**config.mk**
```make
export PLATFORM = sky130hd
export DESIGN_NAME = puf_challenge_sequencer_flat
export DESIGN_NICKNAME = d
export VERILOG_FILES = /design/src/rtl/puf_challenge_sequencer_if.sv /design/src/rtl/puf_challenge_sequencer.sv /design/src/flat_wrapper.sv
export SDC_FILE = /design/constraint.sdc
export NUM_CORES = 1
export LEC_CHECK = 0
export ABC_CLOCK_PERIOD_IN_PS = 2690
export BUFFER_PORTS_ARGS = -buffer_cell sky130_fd_sc_hd__clkbuf_2
export CAP_MARGIN = 10
export CORE_UTILIZATION = 57
export CTS_BUF_LIST = sky130_fd_sc_hd__clkbuf_4
export DETAILED_ROUTE_END_ITERATION = 16
export MAX_ROUTING_LAYER = met4
export PLACE_DENSITY_LB_ADDON = 0.3
export SLEW_MARGIN = 20
export SYNTH_ARGS = -nofsm -noshare
export SYNTH_HDL_FRONTEND = slang
export SYNTH_SLANG_ARGS = --single-unit
```
**constraint.sdc**
```tcl
create_clock -name clock -period 2.69 [get_ports clock]
set_clock_uncertainty 0.2 [all_clocks]
set_input_delay 0.1345 -clock clock [delete_from_list [all_inputs] [get_ports clock]]
set_output_delay 0.1345 -clock clock [all_outputs]
set_load 0.005 [all_outputs]
```
**src/rtl/puf_challenge_sequencer_if.sv**
```systemverilog
// Host/array-side bundle for the RO PUF challenge sequencer.
// master drives start/abort/offset and the counter values; slave is the sequencer.
interface puf_challenge_sequencer_if #(
  parameter int NBITS = 16,
  parameter int CW    = 12
);
  logic             start;
  logic             abort;
  logic [3:0]       offset;
  logic [CW-1:0]    counter1_out;
  logic [CW-1:0]    counter2_out;
  logic [3:0]       select1;
  logic [3:0]       select2;
  logic             ro_enable;
  logic             ro_reset;
  logic [CW-1:0]    clockcounter_out;
  logic             busy;
  logic             done;
  logic             err;
  logic             sat;
  logic [NBITS-1:0] response;
  logic [NBITS-1:0] tie_mask;

  modport master (
    output start, abort, offset,
    output counter1_out, counter2_out,
    input  select1, select2,
    input  ro_enable, ro_reset,
    input  clockcounter_out,
    input  busy, done, err, sat,
    input  response, tie_mask
  );

  modport slave (
    input  start, abort, offset,
    input  counter1_out, counter2_out,
    output select1, select2,
    output ro_enable, ro_reset,
    output clockcounter_out,
    output busy, done, err, sat,
    output response, tie_mask
  );
endinterface

```
**src/rtl/puf_challenge_sequencer.sv**
```systemverilog
// Steps the RO PUF through clear/run/settle/compare per response bit,
// building the response, tie mask and saturation flag.
module puf_challenge_sequencer #(
  parameter int NBITS      = 16,
  parameter int WINDOW     = 2048,
  parameter int CLR_CYCLES = 4,
  parameter int SETTLE     = 8,
  parameter int CW         = 12
) (
  input logic clock,
  input logic reset,
  puf_challenge_sequencer_if.slave bus
);

  typedef enum logic [2:0] {
    S_IDLE,
    S_CLEAR,
    S_RUN,
    S_SETTLE,
    S_COMPARE
  } state_t;

  localparam logic [15:0]   CLR_LAST = 16'(CLR_CYCLES - 1);
  localparam logic [15:0]   SET_LAST = 16'(SETTLE - 1);
  localparam logic [CW-1:0] WIN_LAST = CW'(WINDOW - 1);
  localparam logic [3:0]    K_LAST   = 4'(NBITS - 1);
  localparam logic [CW-1:0] CNT_MAX  = '1;

  state_t           state_q, state_d;
  logic [15:0]      ph_q, ph_d;
  logic [CW-1:0]    cc_q, cc_d;
  logic [3:0]       k_q, k_d;
  logic [3:0]       off_q, off_d;
  logic [3:0]       sel1_q, sel1_d;
  logic [3:0]       sel2_q, sel2_d;
  logic             ren_q, ren_d;
  logic             rrst_q, rrst_d;
  logic             busy_q, busy_d;
  logic             done_q, done_d;
  logic             err_q, err_d;
  logic             sat_q, sat_d;
  logic [NBITS-1:0] resp_q, resp_d;
  logic [NBITS-1:0] tie_q, tie_d;
  logic [3:0]       k_nx;

  assign k_nx = k_q + 4'd1;

  always_comb begin
    state_d = state_q;
    ph_d    = ph_q;
    cc_d    = cc_q;
    k_d     = k_q;
    off_d   = off_q;
    sel1_d  = sel1_q;
    sel2_d  = sel2_q;
    done_d  = 1'b0;
    err_d   = err_q;
    sat_d   = sat_q;
    resp_d  = resp_q;
    tie_d   = tie_q;
    // abort wins over every transition, including a COMPARE write
    if (state_q != S_IDLE && bus.abort) begin
      state_d = S_IDLE;
    end else begin
      unique case (state_q)
        S_IDLE: begin
          if (bus.start) begin
            if (bus.offset != 4'd0) begin
              err_d   = 1'b0;
              sat_d   = 1'b0;
              resp_d  = '0;
              tie_d   = '0;
              k_d     = 4'd0;
              off_d   = bus.offset;
              sel1_d  = 4'd0;
              sel2_d  = bus.offset;
              ph_d    = '0;
              cc_d    = '0;
              state_d = S_CLEAR;
            end else begin
              err_d = 1'b1;
            end
          end
        end
        S_CLEAR: begin
          cc_d = '0;
          if (ph_q == CLR_LAST) begin
            ph_d    = '0;
            state_d = S_RUN;
          end else begin
            ph_d = ph_q + 16'd1;
          end
        end
        S_RUN: begin
          if (cc_q == WIN_LAST) begin
            ph_d    = '0;
            state_d = S_SETTLE;
          end else begin
            cc_d = cc_q + CW'(1);
          end
        end
        S_SETTLE: begin
          if (ph_q == SET_LAST) begin
            ph_d    = '0;
            state_d = S_COMPARE;
          end else begin
            ph_d = ph_q + 16'd1;
          end
        end
        S_COMPARE: begin
          for (int i = 0; i < NBITS; i++) begin
            if (k_q == 4'(i)) begin
              resp_d[i] = bus.counter1_out > bus.counter2_out;
              tie_d[i]  = bus.counter1_out == bus.counter2_out;
            end
          end
          if (bus.counter1_out == CNT_MAX || bus.counter2_out == CNT_MAX)
            sat_d = 1'b1;
          if (k_q == K_LAST) begin
            done_d  = 1'b1;
            state_d = S_IDLE;
          end else begin
            k_d     = k_nx;
            sel1_d  = k_nx;
            sel2_d  = k_nx + off_q;
            cc_d    = '0;
            state_d = S_CLEAR;
          end
        end
        default: state_d = S_IDLE;
      endcase
    end
    rrst_d = (state_d == S_CLEAR);
    ren_d  = (state_d == S_RUN);
    busy_d = (state_d != S_IDLE);
  end

  always_ff @(posedge clock or negedge reset) begin
    if (!reset) begin
      state_q <= S_IDLE;
      ph_q    <= '0;
      cc_q    <= '0;
      k_q     <= '0;
      off_q   <= '0;
      sel1_q  <= '0;
      sel2_q  <= '0;
      ren_q   <= 1'b0;
      rrst_q  <= 1'b0;
      busy_q  <= 1'b0;
      done_q  <= 1'b0;
      err_q   <= 1'b0;
      sat_q   <= 1'b0;
      resp_q  <= '0;
      tie_q   <= '0;
    end else begin
      state_q <= state_d;
      ph_q    <= ph_d;
      cc_q    <= cc_d;
      k_q     <= k_d;
      off_q   <= off_d;
      sel1_q  <= sel1_d;
      sel2_q  <= sel2_d;
      ren_q   <= ren_d;
      rrst_q  <= rrst_d;
      busy_q  <= busy_d;
      done_q  <= done_d;
      err_q   <= err_d;
      sat_q   <= sat_d;
      resp_q  <= resp_d;
      tie_q   <= tie_d;
    end
  end

  assign bus.select1          = sel1_q;
  assign bus.select2          = sel2_q;
  assign bus.ro_enable        = ren_q;
  assign bus.ro_reset         = rrst_q;
  assign bus.clockcounter_out = cc_q;
  assign bus.busy             = busy_q;
  assign bus.done             = done_q;
  assign bus.err              = err_q;
  assign bus.sat              = sat_q;
  assign bus.response         = resp_q;
  assign bus.tie_mask         = tie_q;

endmodule

```
**src/flat_wrapper.sv**
```systemverilog
// flat-port wrapper written by rule: the top's interface ports become plain ports
module puf_challenge_sequencer_flat 
#(
  parameter int NBITS      = 16,
  parameter int WINDOW     = 2048,
  parameter int CLR_CYCLES = 4,
  parameter int SETTLE     = 8,
  parameter int CW         = 12
)
  (clock, reset, bus_start, bus_abort, bus_offset, bus_counter1_out, bus_counter2_out, bus_select1, bus_select2, bus_ro_enable, bus_ro_reset, bus_clockcounter_out, bus_busy, bus_done, bus_err, bus_sat, bus_response, bus_tie_mask);
  puf_challenge_sequencer_if #(.NBITS(NBITS), .CW(CW)) bus_i ();
  input logic clock;
  input logic reset;
  input wire logic [$bits(bus_i.start)-1:0] bus_start;
  input wire logic [$bits(bus_i.abort)-1:0] bus_abort;
  input wire logic [$bits(bus_i.offset)-1:0] bus_offset;
  input wire logic [$bits(bus_i.counter1_out)-1:0] bus_counter1_out;
  input wire logic [$bits(bus_i.counter2_out)-1:0] bus_counter2_out;
  output wire logic [$bits(bus_i.select1)-1:0] bus_select1;
  output wire logic [$bits(bus_i.select2)-1:0] bus_select2;
  output wire logic [$bits(bus_i.ro_enable)-1:0] bus_ro_enable;
  output wire logic [$bits(bus_i.ro_reset)-1:0] bus_ro_reset;
  output wire logic [$bits(bus_i.clockcounter_out)-1:0] bus_clockcounter_out;
  output wire logic [$bits(bus_i.busy)-1:0] bus_busy;
  output wire logic [$bits(bus_i.done)-1:0] bus_done;
  output wire logic [$bits(bus_i.err)-1:0] bus_err;
  output wire logic [$bits(bus_i.sat)-1:0] bus_sat;
  output wire logic [$bits(bus_i.response)-1:0] bus_response;
  output wire logic [$bits(bus_i.tie_mask)-1:0] bus_tie_mask;
  assign bus_i.start = bus_start;
  assign bus_i.abort = bus_abort;
  assign bus_i.offset = bus_offset;
  assign bus_i.counter1_out = bus_counter1_out;
  assign bus_i.counter2_out = bus_counter2_out;
  assign bus_select1 = bus_i.select1;
  assign bus_select2 = bus_i.select2;
  assign bus_ro_enable = bus_i.ro_enable;
  assign bus_ro_reset = bus_i.ro_reset;
  assign bus_clockcounter_out = bus_i.clockcounter_out;
  assign bus_busy = bus_i.busy;
  assign bus_done = bus_i.done;
  assign bus_err = bus_i.err;
  assign bus_sat = bus_i.sat;
  assign bus_response = bus_i.response;
  assign bus_tie_mask = bus_i.tie_mask;
  puf_challenge_sequencer #(.NBITS(NBITS), .WINDOW(WINDOW), .CLR_CYCLES(CLR_CYCLES), .SETTLE(SETTLE), .CW(CW)) u_core (.clock(clock), .reset(reset), .bus(bus_i));
endmodule
```
==> key figures <==
Job
  • Max-cap violations: 0

STA
  • Final hold vios: 0
  • Crit share post-route: 89.9%
  • Worst slew margin: around half
  • Fmax achieved: 414 MHz
  • Tmin final: 2420 ps
  • RSZ-0062 raised after global routing: false
  • Max Slew Vio Count: 0
  • Setup Viol. Count Final: 0
  • WHS: 62.9 ps
  • Worst Tran Pin Value: 727 ps
  • Setup TNS: 0 ps

Clock network
  • H-tree depth: 3
  • Reg clk slew, reported paths: 150 ps
  • Num CTS Buffers: 9
  • Clk Latency, worst-skew pair: 450 ps
  • Clk root buf: clkbuf_4
  • Total setup buffers inserted after CTS: 0
  • CTS Buffer Depth: 2
  • TritonCTS clock tree: yes
  • Clk sinks: 81

Route
  • Drc violations: 0
  • Drt wl/cell: 14.9 um
  • Via count: 4,122
  • Post-Route WL: 10,500 um
  • Detailed router's first-iteration violation count: ~280
  • Number of routed nets with antenna violations: 0
  • Vias/cell: 5.87
  • DRT Pass-1 Iters: 5

Outcome
  • Status: completed

Layout
  • Ant diodes: 0
  • Layout cells sized above 1: a little over a fifth
  • Fill cell count: ~630
  • Final #Nets: 649
  • Layout area overhead: 18.2%

Yosys
  • Synth cell count leaders: dfrtp_1, nand2_1, o21ai_0
  • Async S/R FF share, synth: 100%
  • Post-synth EDFFs: 0
  • Ys Warns: 0
  • Area leader, netlist: dfrtp_1
  • Post-synth top area share: between 40% and 50%
  • Syn Nets: 555
  • Part of the Yosys area used for sequential elements: 45.1%
  • Synth cell types: 53
  • Post-Syn Area per Cell: 8.97 sq um
  • Largest cells by area after synthesis: dfrtp_1, nand2_1, ha_1
  • Synth Register Bits: 81
  • Prevailing post-synth register cell: dfrtp_1
  • Mapped Area: 4490 sq um
  • Syn Inst Count: 501
  • Count leader, synth: dfrtp_1

Worst setup path
  • Buf/Inv on CP: 0
  • Reg-to-reg startpoint: u_core.state_q[0]$_DFF_PN0_
  • Crit path kind: flop to flop
  • Arr. time, crit path: 2550 ps
  • Critical Path Max Stage Delay: 550 ps
  • Worst Setup Start Kind: flop
  • Worst Path Max Fanout: 17
  • Crit. Startpoint: u_core.state_q[0]$_DFF_PN0_
  • CP Cell Sequence: or3b_1 -> nor4_4 -> a21o_1 -> or3_1 -> a21oi_1
  • Critical path's slowest cell: dfrtp_1
  • Critical path endpoint category: flop
  • Critical Path RT: 2820 ps
  • Crit-path leading delay family: simple AND/OR/NAND/NOR gates

Die
  • Die Area: 8240 sq um
  • CORE AREA: 7690 sq um
  • Die width: ~90 um
  • Rows: 32
  • I/O Pins: 90
  • Initial Utilization: 58.5%
  • Die Ht: 90.8 um

Global routing
  • GRT Total Usage: 27.7%
  • Total gr overflow: 0
  • Number of global-route vias before repair: between 3,000 and 4,000
  • Global-route wire length before repair: ~18,000 um
  • Largest net degree at the start of global routing: 82
  • Initial antenna violation count: 0

Min path
  • Hold Path Class: input port to asynchronous set/reset pin

Power
  • Leak pwr: 2.46 nW
  • Power density over cell area: 606 nW/um^2
  • VDD IR max: approximately 0.33 mV

Placement
  • DPL Wire Length: 7480 um
  • Routability Congestion: 0.874
  • Port bufs: 89
metrics by stage:
stage	cell area [sq um]	worst slack [ps]	std cells	total power (W)	util, %
CTS	5310	77.5	703	0.00323	69.1
global placement	5050	362	676	0.00241	65.7
finish	5310	272	702	0.00322	69.1
floorplan	4490	458	501	0.00215	-
global route	5310	83.8	702	0.00343	69.1
detailed placement	5050	291	676	0.00244	65.7
placed cells by master (no fill, tap or decap), types with 4 or more instances in the layout:
cell type / instances
a21oi_1: 25
dfrtp_1: 81
xnor2_1: 5
nand2_1: 80
or4_1: 11
nor2_1: 16
o21ai_0: 49
o211ai_1: 7
nor3_1: 9
nand4_1: 33
a31oi_1: 16
o31ai_1: 5
inv_1: 23
or3_1: 7
nand3_1: 20
dlygate4sd3_1: 10
ha_1: 21
clkbuf_4: 9
clkbuf_2: 88
nor4_1: 4
o21ai_1: 4
buf_4: 11
nor2b_1: 4
mux2i_1: 5
a21o_1: 4
kinds of logic after synthesis:
group	after synthesis	synth area share (%)
adders and majority gates	22	6.29
muxes	6	1.36
xor gates and xnor gates	8	1.56
and+or+nand+nor	207	24.6
buffers and inverters	50	4.34
DFF	81	45.1
AOI/OAI and AO/OA	127	16.8
where the power goes:
part           internal (W)  leakage, nW  switching, W
registers           0.00137         1.11      0.000189
clock network      0.000303       0.0834      0.000476
logic              0.000349         1.27      0.000529
what timing repair did:
item | 4_1_cts | 5_1_grt
endpoints found under the hold margin | 94 | 0
hold buffers | 11 | 0
endpoints found under the setup margin | 0 | 1
resized for setup | 0 | 1
cell type report:
class	count	area, sq um	share of cell area [%]
Clock buffer	9	67.6	1.27
Clock inverter	7	85.1	1.60
Inverter	23	86.3	1.62
Multi-Input combinational cell	370	2290	43.0
Sequential cell	81	2030	38.1
Tap cell	102	128	2.40
Timing Repair Buffer	110	634	11.9
routing by layer:
layer	track usage, %	part of all wire [%]
met3	4.29	4.9
met2	42.7	48
met4	11.4	1.9
met1	36.7	46
met5	-	0
flip-flops by register name, indices dropped and copies added (netlist names), 3 cells and up:
| signal | flops |
|---|---|
| u_core.bus.response | 16 |
| u_core.bus.select2 | 4 |
| u_core.ph_q | 16 |
| u_core.state_q | 3 |
| u_core.k_q | 4 |
| u_core.off_q | 4 |
| u_core.bus.tie_mask | 16 |
| u_core.bus.clockcounter_out | 12 |
final timing paths:
kind / end / slack (ps) / cells after the start
worst max-delay path: u_core.bus.clockcounter_out[3]$_DFFE_PN0P_ / 270 / 5
worst min-delay path: u_core.bus.tie_mask[0]$_DFFE_PN0P_ / 60 / 2
worst max register to register: u_core.bus.clockcounter_out[3]$_DFFE_PN0P_ / 270 / 5
worst min register to register: u_core.bus.sat$_DFFE_PN0P_ / 280 / 2
max in group asynchronous: u_core.state_q[0]$_DFF_PN0_ / 1720 / 2
min in group clock: u_core.bus.response[1]$_DFFE_PN0P_ / 140 / 5
Power figures use the tool's default switching activity.
